[src/rtl/noc_pkg.sv]
// Shared NoC router definitions: flit type encoding, default sizing and the
// helper that decodes a flit's type field.
//
// Contents:
//   FlitWDefault  default flit width (type field in the top two bits)
//   DepthDefault  default input FIFO depth (matches the upstream credit reset value)
//   flit_type_e   BODY / HEAD / TAIL / SINGLE encoding
//   flit_type_of  converts the two type bits of a flit into flit_type_e
package noc_pkg;

  localparam int unsigned FlitWDefault = 32;
  localparam int unsigned DepthDefault = 5;

  typedef enum logic [1:0] {
    FlitBody   = 2'b00,
    FlitHead   = 2'b01,
    FlitTail   = 2'b10,
    FlitSingle = 2'b11
  } flit_type_e;

  // Callers pass flit[FLIT_W-1 -: 2], so this stays independent of the flit width.
  function automatic flit_type_e flit_type_of(input logic [1:0] type_field);
    return flit_type_e'(type_field);
  endfunction

endpackage

[src/rtl/flit_fifo_mem.sv]
// Flit storage for the input buffer: DEPTH x FLIT_W register array.
//
// Ports:
//   clk_i    clock; the write happens on the rising edge
//   we_i     write enable
//   waddr_i  write index (0..DEPTH-1)
//   wdata_i  flit to store
//   raddr_i  read index (0..DEPTH-1)
//   rdata_o  asynchronous read data at raddr_i
//
// The array has no reset. Entries are only observed once the pointers say they are valid.
module flit_fifo_mem #(
  parameter int unsigned FLIT_W = 32,
  parameter int unsigned DEPTH  = 5,
  localparam int unsigned PtrW  = (DEPTH > 1) ? $clog2(DEPTH) : 1
) (
  input  logic              clk_i,
  input  logic              we_i,
  input  logic [PtrW-1:0]   waddr_i,
  input  logic [FLIT_W-1:0] wdata_i,
  input  logic [PtrW-1:0]   raddr_i,
  output logic [FLIT_W-1:0] rdata_o
);

  logic [FLIT_W-1:0] mem_q [DEPTH];

  always_ff @(posedge clk_i) begin
    if (we_i) begin
      mem_q[waddr_i] <= wdata_i;
    end
  end

  assign rdata_o = mem_q[raddr_i];

endmodule

[src/rtl/input_buffer.sv]
// Per-port input flit FIFO of a NoC router. It accepts flits from the upstream
// output port with no backpressure; flow control comes from credits. It returns one
// credit pulse per dequeued flit, presents the head-of-line flit to the route and
// crossbar stage, and tracks packet framing on the dequeue side.
//
// Ports:
//   clk           clock, all state updates on posedge
//   rst           asynchronous, active-low reset
//   flit_i        incoming flit (type in the top two bits)
//   valid_i       flit_i valid this cycle
//   flit_o        head-of-line flit (don't-care while valid_o=0)
//   valid_o       FIFO non-empty
//   ready_i       downstream takes flit_o when valid_o && ready_i
//   credit_o      one-cycle pulse in the cycle after each dequeue
//   occupancy_o   number of entries held
//   pkt_active_o  packet in progress on the dequeue side
//   err_o         {framing_err, overflow_err}, sticky until reset
//
// Build option: when INBUF_ERR_FLAG_EN is defined, err_o is backed by sticky error
// registers. Otherwise err_o is tied to 0. The datapath is identical in both builds.
module input_buffer
  import noc_pkg::*;
#(
  parameter int unsigned FLIT_W = FlitWDefault,
  parameter int unsigned DEPTH  = DepthDefault
) (
  input  logic                       clk,
  input  logic                       rst,
  input  logic [FLIT_W-1:0]          flit_i,
  input  logic                       valid_i,
  output logic [FLIT_W-1:0]          flit_o,
  output logic                       valid_o,
  input  logic                       ready_i,
  output logic                       credit_o,
  output logic [$clog2(DEPTH+1)-1:0] occupancy_o,
  output logic                       pkt_active_o,
  output logic [1:0]                 err_o
);

  localparam int unsigned PtrW = (DEPTH > 1) ? $clog2(DEPTH) : 1;
  localparam int unsigned OccW = $clog2(DEPTH + 1);

  typedef enum logic [0:0] {
    StIdle,
    StInPkt
  } frame_state_e;

  logic [PtrW-1:0] wr_ptr_q, wr_ptr_d;
  logic [PtrW-1:0] rd_ptr_q, rd_ptr_d;
  logic [OccW-1:0] occ_q, occ_d;
  logic            credit_q, credit_d;
  frame_state_e    state_q, state_d;

  logic       full;
  logic       enq;
  logic       deq;
  flit_type_e head_type;

  assign full    = (occ_q == OccW'(DEPTH));
  assign valid_o = (occ_q != '0);
  assign deq     = valid_o && ready_i;
  // When full, a same-cycle dequeue frees the slot the new flit takes.
  assign enq     = valid_i && (!full || deq);

  assign head_type = flit_type_of(flit_o[FLIT_W-1 -: 2]);

  flit_fifo_mem #(
    .FLIT_W (FLIT_W),
    .DEPTH  (DEPTH)
  ) u_mem (
    .clk_i   (clk),
    .we_i    (enq),
    .waddr_i (wr_ptr_q),
    .wdata_i (flit_i),
    .raddr_i (rd_ptr_q),
    .rdata_o (flit_o)
  );

  // Pointer, occupancy and credit next state. The wrap is explicit because DEPTH
  // need not be a power of two.
  always_comb begin
    wr_ptr_d = wr_ptr_q;
    rd_ptr_d = rd_ptr_q;
    occ_d    = occ_q;
    credit_d = deq;

    if (enq) begin
      wr_ptr_d = (wr_ptr_q == PtrW'(DEPTH - 1)) ? '0 : wr_ptr_q + 1'b1;
    end
    if (deq) begin
      rd_ptr_d = (rd_ptr_q == PtrW'(DEPTH - 1)) ? '0 : rd_ptr_q + 1'b1;
    end

    if (enq && !deq) begin
      occ_d = occ_q + 1'b1;
    end else if (deq && !enq) begin
      occ_d = occ_q - 1'b1;
    end
  end

  // Framing FSM. It advances only on a dequeue. Illegal types leave the state unchanged.
  always_comb begin
    state_d = state_q;
    if (deq) begin
      unique case (head_type)
        FlitHead:   if (state_q == StIdle)  state_d = StInPkt;
        FlitTail:   if (state_q == StInPkt) state_d = StIdle;
        FlitBody:   ;
        FlitSingle: ;
      endcase
    end
  end

  always_ff @(posedge clk or negedge rst) begin
    if (!rst) begin
      wr_ptr_q <= '0;
      rd_ptr_q <= '0;
      occ_q    <= '0;
      credit_q <= 1'b0;
      state_q  <= StIdle;
    end else begin
      wr_ptr_q <= wr_ptr_d;
      rd_ptr_q <= rd_ptr_d;
      occ_q    <= occ_d;
      credit_q <= credit_d;
      state_q  <= state_d;
    end
  end

  assign occupancy_o  = occ_q;
  assign credit_o     = credit_q;
  assign pkt_active_o = (state_q == StInPkt);

`ifdef INBUF_ERR_FLAG_EN
  logic       drop;
  logic       framing_err;
  logic [1:0] err_q, err_d;

  assign drop        = valid_i && full && !deq;
  assign framing_err = deq && (((state_q == StIdle) &&
                                ((head_type == FlitBody) || (head_type == FlitTail))) ||
                               ((state_q == StInPkt) &&
                                ((head_type == FlitHead) || (head_type == FlitSingle))));
  assign err_d       = err_q | {framing_err, drop};

  always_ff @(posedge clk or negedge rst) begin
    if (!rst) begin
      err_q <= 2'b00;
    end else begin
      err_q <= err_d;
    end
  end

  assign err_o = err_q;
`else
  assign err_o = 2'b00;
`endif

endmodule
[config.mk]
export PLATFORM = sky130hd
export DESIGN_NAME = input_buffer
export DESIGN_NICKNAME = d
export VERILOG_FILES = /design/src/rtl/noc_pkg.sv /design/src/rtl/flit_fifo_mem.sv /design/src/rtl/input_buffer.sv
export SDC_FILE = /design/constraint.sdc
export NUM_CORES = 1
export LEC_CHECK = 0
export ABC_CLOCK_PERIOD_IN_PS = 11530
export BUFFER_PORTS_ARGS = -buffer_cell sky130_fd_sc_hd__buf_2
export CORE_ASPECT_RATIO = 0.9
export CORE_MARGIN = 5
export CORE_UTILIZATION = 40
export CTS_BUF_LIST = sky130_fd_sc_hd__clkbuf_2
export CTS_CLUSTER_DIAMETER = 200
export CTS_CLUSTER_SIZE = 12
export DETAILED_ROUTE_END_ITERATION = 7
export GPL_ROUTABILITY_DRIVEN = 1
export RECOVER_POWER = 100
export REMOVE_ABC_BUFFERS = 1
export SLEW_MARGIN = 20
export SYNTH_ARGS = -nofsm -noshare
export SYNTH_HDL_FRONTEND = slang
export SYNTH_SLANG_ARGS = --single-unit
[constraint.sdc]
create_clock -name clk -period 11.53 [get_ports clk]
set_input_delay 0 -clock clk [delete_from_list [all_inputs] [get_ports clk]]
set_output_delay 0 -clock clk [all_outputs]
set_load 0.02 [all_outputs]
== Word-level counts from Yosys, hierarchy flattened ==
Memory sizes are Yosys's and may differ from the RTL's.
Cells that the tools add are included.
Storage, ports and cells
  bits in registers: 11
  latch bits: 0
  bits in writable memories: 160
  memory bits (read-only): 0
  input port bits: 36
  output and inout bits: 40
  word-level logic and storage cells: 34
  memories: 1
Memory list
  u_mem.mem_q: depth 5, width 32, read ports 1, clocked after Yosys merged registers in 0, wr ports 1, line flit_fifo_mem.sv:25  | logic [FLIT_W-1:0] mem_q [DEPTH];
Cells by class
  $add $sub $neg: 4
  multiply operators: 0
  divide/modulo/power cells: 0
  magnitude comparators: 0
  equality and inequality tests: 5
  shifts and indexed selects: 0
  muxes and demuxes: 7
  bitwise gates (word level): 0
  reductions and logical operators: 12
Operators by type and width (count)
  2-to-1 mux 3 bit: 4
  adder 3 x 1 -> 3 bit, second input constant: 3
  == test 3 bit, second input constant: 3
  logical AND 1 bit: 4
  nonzero test 2 bit: 2
  zero test 1 bit: 3
  nonzero test 3 bit: 1
  subtractor 3 x 1 -> 3 bit, second input constant: 1
  == test 2 x 1 -> 1 bit, second input constant: 1
  == test 2 bit, second input constant: 1
  2-to-1 mux 1 bit: 2
  one-hot mux 1 bit (2 select lines): 1
  AND reduction 2 bit: 1
  logical OR 1 bit: 1

== Longest topological paths before layout ==
Gate-level depths: netlist (run 1).
  word-level depth: 8
  depth in mapped cells: 10
  gate-level depth less buffers: 9

== Hierarchy ==
A second synthesis (run 1) with hierarchy kept.
Unflattened totals
  cells, all modules: 407
  area total of the unflattened synthesis: 6891.6 um2
By module, submodules not included
  flit_fifo_mem: times used 1, cells an instance 349, area each 6264.8 um2, sequential area each 4804.6 um2
  input_buffer: times used 1, cells an instance 58, area each 626.9 um2, sequential area each 275.3 um2

== Worst setup path after synthesis (run 1) ==
OpenSTA, ideal clock, no wires.
  path kind: reg2reg
  from: register occ_q[1], in the netlist occupancy_o[1]
  to: memory u_mem.mem_q[2][0] (enable)
  setup time: 0.501 ns
  arrival time: 4.102 ns
  required time: 11.029 ns
  path slack: 6.927 ns
  cell stages (with the launch flop): 5
  path buffers: 1
  period minus slack after synthesis: 4.603 ns
  cells stage by stage: dfrtp_1 -> and4bb_1 -> nand2b_4 -> buf_6 -> nor4_1
On the way
  longest elaborated chain between the ends: 6
  elaborated cells on any way between the ends: 8
  those cells by class: 1 x eq/ne; 2 x mux; 5 x reduce/logical
RTL lines
  start, declared: line input_buffer.sv:50  | logic [OccW-1:0] occ_q, occ_d;
  start signal, assigned: line input_buffer.sv:118  | occ_q <= '0;
  start signal, assigned: line input_buffer.sv:124  | occ_q <= occ_d;
  == test 3 bit or nonzero test 3 bit (tied branches): line input_buffer.sv:59, input_buffer.sv:60
  zero test 1 bit or logical AND 1 bit (tied branches): line input_buffer.sv:63, input_buffer.sv:61
  logical OR 1 bit (*): line input_buffer.sv:63  | assign enq = valid_i && (!full || deq);
  logical AND 1 bit (*): line input_buffer.sv:63
  2-to-1 mux 1 bit (*): line flit_fifo_mem.sv:28  | if (we_i) begin
  2-to-1 mux 1 bit (implied by the code) (*): line flit_fifo_mem.sv:29  | mem_q[waddr_i] <= wdata_i;
  end, declared: line flit_fifo_mem.sv:25
Every way passes the cells marked *; elsewhere a longest branch is shown, timed or not.

== Worst setup path after layout (run 1) ==
  from: register rd_ptr_q[0]
  to: output port flit_o[20]
On the way
  longest elaborated chain between the ends: 1
RTL lines
  start, declared: line input_buffer.sv:49  | logic [PtrW-1:0] rd_ptr_q, rd_ptr_d;
  start signal, assigned: line input_buffer.sv:123  | rd_ptr_q <= rd_ptr_d;
  memory read (5 x 32 bit)
  end, declared: line input_buffer.sv:31  | output logic [FLIT_W-1:0] flit_o,
Every way passes these cells.

==> results of run 1 <==
## path summary, 6_finish.rpt
path,startpoint,end,slack [ps],cells after the start
setup reg to reg,rd_ptr_q[0]$_DFFE_PN0P_,pkt_active_o$_DFFE_PN0P_,6350,6
setup / recovery,rd_ptr_q[0]$_DFFE_PN0P_,flit_o[20],5910,4
min in group asynchronous,rst,wr_ptr_q[2]$_DFFE_PN0P_,330,3
hold / removal,flit_i[26],u_mem.mem_q[0][26]$_DFFE_PP_,150,2
max in group asynchronous,rst,wr_ptr_q[0]$_DFFE_PN0P_,10810,3
hold reg to reg,occupancy_o[2]$_DFFE_PN0P_,occupancy_o[2]$_DFFE_PN0P_,570,1
## state kept, by name, summed over array words and instances, names as in the netlist
name          cells
occupancy_o       3
wr_ptr_q          3
credit_o          1
pkt_active_o      1
u_mem.mem_q     160
rd_ptr_q          3
## per-layer routing
| layer | vias to the layer above | global-route usage |
|---|---|---|
| li1 | 1843 | - |
| met2 | 81 | 0.2390 |
| met4 | 0 | 0.04244 |
| met3 | 11 | 0.03844 |
| met5 | - | 0 |
| met1 | 1934 | 0.1852 |
## per-stage QoR
stage / instances / utilization / hold WS [ps] / setup WS, ps
after CTS: 763 / 0.4842 / 1.171 / 8103
after detailed placement: 672 / 0.4391 / -102.5 / 8628
after global routing: 765 / 0.4761 / 74.35 / 5351
after global placement: 672 / 0.4391 / -109.6 / 8628
after floorplan: 382 / - / -295.6 / 6997
final: 765 / 0.4761 / 151.5 / 5911
## layout by cell type (no fill, tap or decap), types with 6 or more instances in the layout
| cell | n |
|---|---|
| sky130_fd_sc_hd__mux2i_1 | 32 |
| sky130_fd_sc_hd__edfxtp_1 | 160 |
| sky130_fd_sc_hd__a211oi_1 | 32 |
| sky130_fd_sc_hd__clkinv_2 | 6 |
| sky130_fd_sc_hd__nor2b_1 | 30 |
| sky130_fd_sc_hd__o21ai_0 | 8 |
| sky130_fd_sc_hd__clkbuf_1 | 60 |
| sky130_fd_sc_hd__dfrtp_1 | 11 |
| sky130_fd_sc_hd__dlygate4sd3_1 | 61 |
| sky130_fd_sc_hd__buf_2 | 19 |
| sky130_fd_sc_hd__inv_1 | 39 |
| sky130_fd_sc_hd__ha_1 | 6 |
| sky130_fd_sc_hd__a221oi_1 | 32 |
| sky130_fd_sc_hd__clkbuf_2 | 20 |
## logic make-up (layout without fill, tap and decap cells)
group / Yosys count / count (layout) / synth area share
XOR/XNOR: 3 / 3 / 0.003872
AO/OA/AOI/OAI: 76 / 76 / 0.08995
adder cells (fa/ha/maj): 7 / 7 / 0.01401
other: 1 / 3 / 0.0005525
flip-flops: 171 / 171 / 0.7484
multiplexers: 35 / 35 / 0.05327
buffers and inverters: 63 / 210 / 0.04332
AND/OR/NAND/NOR: 49 / 49 / 0.04663
## cell type report
cell class              instances  area, sq um
flip-flops and latches        171         5080
inverters                      39        146.4
fillers                      1518         8790
repair buffers                140        930.9
clock buffers                  20        100.1
diodes                          1        2.502
well taps                     211        264.0
clock inverters                11        56.30
multi-input cells             172         1409
## cell usage after synthesis, types with 2 or more instances
master                     number  area share
sky130_fd_sc_hd__a211oi_1      32       0.035
sky130_fd_sc_hd__a221oi_1      31       0.040
sky130_fd_sc_hd__and2b_1        2      0.0022
sky130_fd_sc_hd__buf_2          7      0.0052
sky130_fd_sc_hd__buf_4          7      0.0077
sky130_fd_sc_hd__buf_6          3      0.0050
sky130_fd_sc_hd__clkbuf_1       6      0.0033
sky130_fd_sc_hd__dfrtp_1       11       0.041
sky130_fd_sc_hd__edfxtp_1     160        0.71
sky130_fd_sc_hd__ha_1           6       0.011
sky130_fd_sc_hd__inv_1         39       0.022
sky130_fd_sc_hd__mux2_4         2      0.0044
sky130_fd_sc_hd__mux2i_1       32       0.047
sky130_fd_sc_hd__nand2_1        2      0.0011
sky130_fd_sc_hd__nand2b_1       2      0.0018
sky130_fd_sc_hd__nand3_1        2      0.0015
sky130_fd_sc_hd__nor2_1         3      0.0017
sky130_fd_sc_hd__nor2b_1       30       0.028
sky130_fd_sc_hd__nor4_1         4      0.0037
sky130_fd_sc_hd__o21ai_0        8      0.0059
sky130_fd_sc_hd__xor2_1         2      0.0026
## worst register-to-register path: stages (launching register included)
cell and delay (ps):
sky130_fd_sc_hd__dfrtp_1 1080, sky130_fd_sc_hd__clkbuf_1 2670, sky130_fd_sc_hd__mux2i_1 290, sky130_fd_sc_hd__a221oi_1 470, sky130_fd_sc_hd__ha_1 310, sky130_fd_sc_hd__o21ai_0 170
sky130_fd_sc_hd__o31ai_1 90
## power breakdown
group / internal [mW] / switching (mW)
registers: 0.801 / 0.0817
clock network: 0.0527 / 0.189
logic: 0.241 / 0.467
==> impl_summary.log, run 1 <==
INFO  metric status = finished with violations
INFO  metric failed_checks = capacitance limit, slew limit
INFO  metric drc = 0
INFO  metric grtUsageTotal = 0.1433
INFO  metric route.met3.wl = about 600 um
INFO  metric cts-buffers-inserted = 17
INFO  metric netlist_area = between 6000 and 7000 sq um
INFO  metric final_design_area_no_fill = about 8000 sq um
INFO  metric avgSynthCellArea = ~17 sq um
INFO  metric peakVddDrop = about 140 uV
INFO  metric ys_async_sr_fraction = 0.06433
INFO  metric worst-slew-pin-transition = approximately 3700 ps
INFO  metric detailedPlacementHpwl = between 7 and 8 mm
INFO  metric power_leakage = about 2.8 nW
INFO  metric startpoint_type_of_the_worst_setup_path = flop
INFO  metric critPathCaptureType = output port
INFO  metric ys_ff_latch = 171
INFO  metric max_clock_freq = ~180 MHz
INFO  metric antenna_violating_nets_post_route = 0
INFO  metric vias_in_the_first_global_route = 4065
INFO  metric final-max-slew-violation-count = 311
INFO  metric synth.yosys.seq_area_share = 0.7484
INFO  metric die_x = roughly 150 um
INFO  metric crit_family = buffers and inverters
INFO  metric dr.pass1.iters = 4
INFO  metric wl_per_cell = about 18 um
INFO  metric cts-root-to-sink-buffers = 2
INFO  metric highest-signal-layer = met4
INFO  metric cts_tree = built
INFO  metric worstPathBufferInverterCount = 2
INFO  metric finalWirelength = 13.50 mm
INFO  metric vias = around 3900
INFO  metric area_delta_synth_final = 17.70%
INFO  metric rsz0062_at_grt = false
INFO  metric drv.max_cap_violation_count = 8
INFO  metric cts_hold_buffers = 60
INFO  metric worst_path_most_repeated_cell = sky130_fd_sc_hd__clkbuf_1
INFO  metric synth_top_flop_cell = sky130_fd_sc_hd__edfxtp_1
INFO  metric crit_slowest_cell = sky130_fd_sc_hd__clkbuf_1
INFO  metric grt_antenna_before_repair = 1
INFO  metric clkLatencyLatePin = slightly below 700 ps
INFO  metric cts.sinks = around 170
INFO  metric finalSetupViolations = 0
INFO  metric synthCells = roughly 410
INFO  metric ctsResizeCount = 0
INFO  metric grt_pass1_wl = between 20 and 25 mm
INFO  metric largest_net_degree_at_the_start_of_global_routing = 74
INFO  metric category_of_the_critical_setup_timing_path = reg -> out
INFO  metric post-cts-setup-buffers = 0
INFO  metric critical_path_peak_fanout = 73
INFO  metric global_route_overflow = 0
INFO  metric nets = roughly 580
INFO  metric share_of_post_route_cells_with_drive_strength_above_1 = 0.09403
INFO  metric routed-wl-met2 = roughly 6.7 mm
INFO  metric ys_warn_count = 0
INFO  metric min_period = between 5000 and 6000 ps
INFO  metric initial_core_util = 0.4045
INFO  metric hold_violations = 0
INFO  metric routed_via_density = between 5 and 6
INFO  metric die_h = ~130 um
INFO  metric critPathRequiredTime = ~12000 ps
INFO  metric timing.critical_path.arrival = around 5600 ps
INFO  metric wirelength_met1 = around 6 mm
INFO  metric floorplan.die_area = roughly 20000 sq um
INFO  metric layout_worst_path_cycle_share = 0.4874
INFO  metric pwr_density_cell = approximately 230 nW/um^2
INFO  metric drt_iter0_drc = ~250
INFO  metric overall_power_after_layout = about 1.8 mW
INFO  metric port-buffer-count = 73
INFO  metric routabilityCongestion = 0.7152
INFO  metric clock-skew-final = 26.42 ps
INFO  metric synth_enable_flop_cells = 160
INFO  metric cts_root_buf = sky130_fd_sc_hd__clkbuf_2
INFO  metric tns = 0 ps
INFO  metric yosys_cell_types = 35
INFO  metric worstPathCellList = clkbuf_1 -> mux2i_1 -> a221oi_1 -> clkbuf_1
INFO  metric clkSlewWorstSetupHoldPaths = 210 ps
INFO  metric max_slew_margin = -1.469
INFO  metric holdCritPathClass = in -> reg
INFO  metric dpl_cell_area = approximately 7400 sq um
INFO  metric ioPinCount = 76
INFO  metric coreArea = 16780 sq um
INFO  metric h-tree-depth = 4
INFO  metric core.rowCount = 45
INFO  metric critical_path.max_stage_delay = ~2700 ps
No activity file was read; power rests on OpenSTA's default activity.
==> run 2: changes to the inputs <==
ABC_CLOCK_PERIOD_IN_PS = 5600   (was 11530)
clock period = 5.6 ns   (was 11.53 ns; I/O delays follow)
==> run 2 against run 1 <==
The run still ends with capacitance limit, slew limit left. Sequential share of layout area shrank 0.55 points. Non-clock buffer count increased by 3. Utilization rose by 0.43 points. Total power grew 110%. Hold slack better by 17 ps. Die area unchanged. Sequential power is 110% higher. Highest routed layer unchanged.
==> impl_summary.log, run 2 (synthesis results as in run 1) <==
INFO  metric layout_worst_path_cycle_share = 0.6721
INFO  metric final_design_area_no_fill = ~8000 sq um
INFO  metric global_route_overflow = 0
INFO  metric die_x = about 150 um
INFO  metric nets = 587
INFO  metric largest_net_degree_at_the_start_of_global_routing = 74
INFO  metric critPathCaptureType = output port
INFO  metric h-tree-depth = 4
INFO  metric worst-slew-pin-transition = 2249 ps
INFO  metric tns = 0 ps
INFO  metric min_period = 3764 ps
INFO  metric route.met3.wl = between 600 and 700 um
INFO  metric drt_iter0_drc = approximately 260
INFO  metric startpoint_type_of_the_worst_setup_path = flop
INFO  metric reg2reg_to = u_mem.mem_q[4][16]$_DFFE_PP_
INFO  metric largest_register_ffs = 160
INFO  metric multi_input_gate_area = between 1000 and 1500 sq um
INFO  metric wirelength_met1 = 6.229 mm
INFO  metric coreArea = between 15000 and 20000 sq um
INFO  metric grt_antenna_before_repair = 1
INFO  metric layout.cells.most_common_list = sky130_fd_sc_hd__edfxtp_1, sky130_fd_sc_hd__dlygate4sd3_1, sky130_fd_sc_hd__clkbuf_1
INFO  metric status = finished with violations
INFO  metric holdCritPathClass = in -> reg
INFO  metric failed_checks = capacitance limit, slew limit
INFO  metric share_of_post_route_cells_with_drive_strength_above_1 = 0.09712
INFO  metric finalSetupViolations = 0
INFO  metric critPathRequiredTime = about 5600 ps
INFO  metric cts-root-to-sink-buffers = 2
INFO  metric fillerInstances = 1501
INFO  metric vias_in_the_first_global_route = 4011
INFO  metric drv.max_cap_violation_count = 6
INFO  metric wl_per_cell = approximately 18 um
INFO  metric area_delta_synth_final = 18.75%
INFO  metric peakVddDrop = approximately 330 uV
INFO  metric ioPinCount = between 70 and 80
INFO  metric grtUsageTotal = 0.1432
INFO  metric clkLatencyLatePin = 680 ps
INFO  metric cts_root_buf = sky130_fd_sc_hd__clkbuf_2
INFO  metric hold-path-cell-count = 2
INFO  metric biggest_register = u_mem.mem_q
INFO  metric finalWirelength = between 10 and 15 mm
INFO  metric rr_worst_depth = 4
INFO  metric worst_hold_path.endpoint = u_mem.mem_q[3][29]$_DFFE_PP_
INFO  metric dpl_cell_area = about 7400 sq um
INFO  metric core.rowCount = between 40 and 50
INFO  metric critical_path_peak_fanout = 38
INFO  metric cts.sinks = about 170
INFO  metric highest-signal-layer = met4
INFO  metric worstReg2RegStart = occupancy_o[0]$_DFFE_PN0P_
INFO  metric internal_reg_to_reg_setup_slack = between 2000 and 2500 ps
INFO  metric timing.critical_path.arrival = ~3800 ps
INFO  metric category_of_the_critical_setup_timing_path = reg -> out
INFO  metric hold_violations = 0
INFO  metric routabilityCongestion = 0.7154
INFO  metric die_h = around 130 um
INFO  metric dr.pass1.iters = 4
INFO  metric floorplan.die_area = just under 20000 sq um
INFO  metric pwr_density_cell = 475.9 nW/um^2
INFO  metric routed-wl-met2 = 6.566 mm
INFO  metric clkSlewWorstSetupHoldPaths = 210 ps
INFO  metric mostFrequentLayoutCell = sky130_fd_sc_hd__edfxtp_1
INFO  metric hold_start = flit_i[29]
INFO  metric overall_power_after_layout = about 3.8 mW
INFO  metric clock-skew-final = 24.42 ps
INFO  metric cts-buffers-inserted = 17
INFO  metric rsz0062_at_grt = false
INFO  metric initial_core_util = 0.4045
INFO  metric cts_tree = built
INFO  metric vias = 3858
INFO  metric power_leakage = around 2.8 nW
INFO  metric timing.hold.ws = between 150 and 200 ps
INFO  metric final-max-slew-violation-count = just under 200
INFO  metric grt_pass1_wl = 21.72 mm
INFO  metric detailedPlacementHpwl = ~7.4 mm
INFO  metric routed_via_density = about 5.0
INFO  metric max_slew_margin = -0.4996
INFO  metric antenna_violating_nets_post_route = 0
INFO  metric regArea = roughly 5100 sq um
INFO  metric port-buffer-count = 73
INFO  metric max_clock_freq = around 270 MHz
INFO  metric drc = 0
run 2: worst max-delay path by stage:
stage                                from                     endpoint  slack (ps)
2_1_floorplan  occupancy_o[1]$_DFFE_PN0P_  u_mem.mem_q[2][0]$_DFFE_PP_        1070
3_3_place_gp      rd_ptr_q[2]$_DFFE_PN0P_     pkt_active_o$_DFFE_PN0P_        2700
5_1_grt           rd_ptr_q[2]$_DFFE_PN0P_                    flit_o[0]        1410
4_1_cts           rd_ptr_q[2]$_DFFE_PN0P_                    flit_o[0]        2170
3_5_place_dp      rd_ptr_q[2]$_DFFE_PN0P_     pkt_active_o$_DFFE_PN0P_        2710
6_report          rd_ptr_q[2]$_DFFE_PN0P_                    flit_o[0]        1840
run 2: critical path, stage by stage (launching register included):
cell and delay, ps:
sky130_fd_sc_hd__dfrtp_2 970, sky130_fd_sc_hd__nand2b_1 1260, sky130_fd_sc_hd__a211oi_1 110, sky130_fd_sc_hd__a221oi_1 440
sky130_fd_sc_hd__clkbuf_1 290
run 2: report_power, final:
part | leakage (nW) | switching [mW] | internal (mW)
clock | 0.127 | 0.387 | 0.198
sequential | 1.59 | 0.166 | 1.65
combinational | 1.08 | 0.967 | 0.467
total | 2.80 | 1.52 | 2.32
run 2: cell type report:
| cell class | count | share of cell area |
|---|---|---|
| well taps | 211 | 0.03275 |
| inverters | 39 | 0.01816 |
| repair buffers | 143 | 0.1201 |
| clock buffers | 20 | 0.01242 |
| multi-input cells | 172 | 0.1729 |
| diodes | 1 | 0.0003105 |
| clock inverters | 11 | 0.01288 |
| flip-flops and latches | 171 | 0.6304 |
run 2: metal layers:
metal / vias to the layer above / GRT usage
li1: 1852 / -
met1: 1915 / 0.1875
met2: 82 / 0.2329
met3: 9 / 0.04354
met4: 0 / 0.04037
met5: - / 0
run 2: repair_timing:
action	4_1_cts	5_1_grt
endpoints found under the hold margin	182	26
hold buffers	57	7
gates resized for setup	0	0
buffers inserted	0	0
run 2: per-stage QoR:
step                  util  setup slack [ps]  instances
finish              0.4804              1836        768
global route        0.4804              1408        768
CTS                 0.4852              2173        760
detailed placement  0.4391              2707        672
global placement    0.4391              2698        672
floorplan                -              1067        382
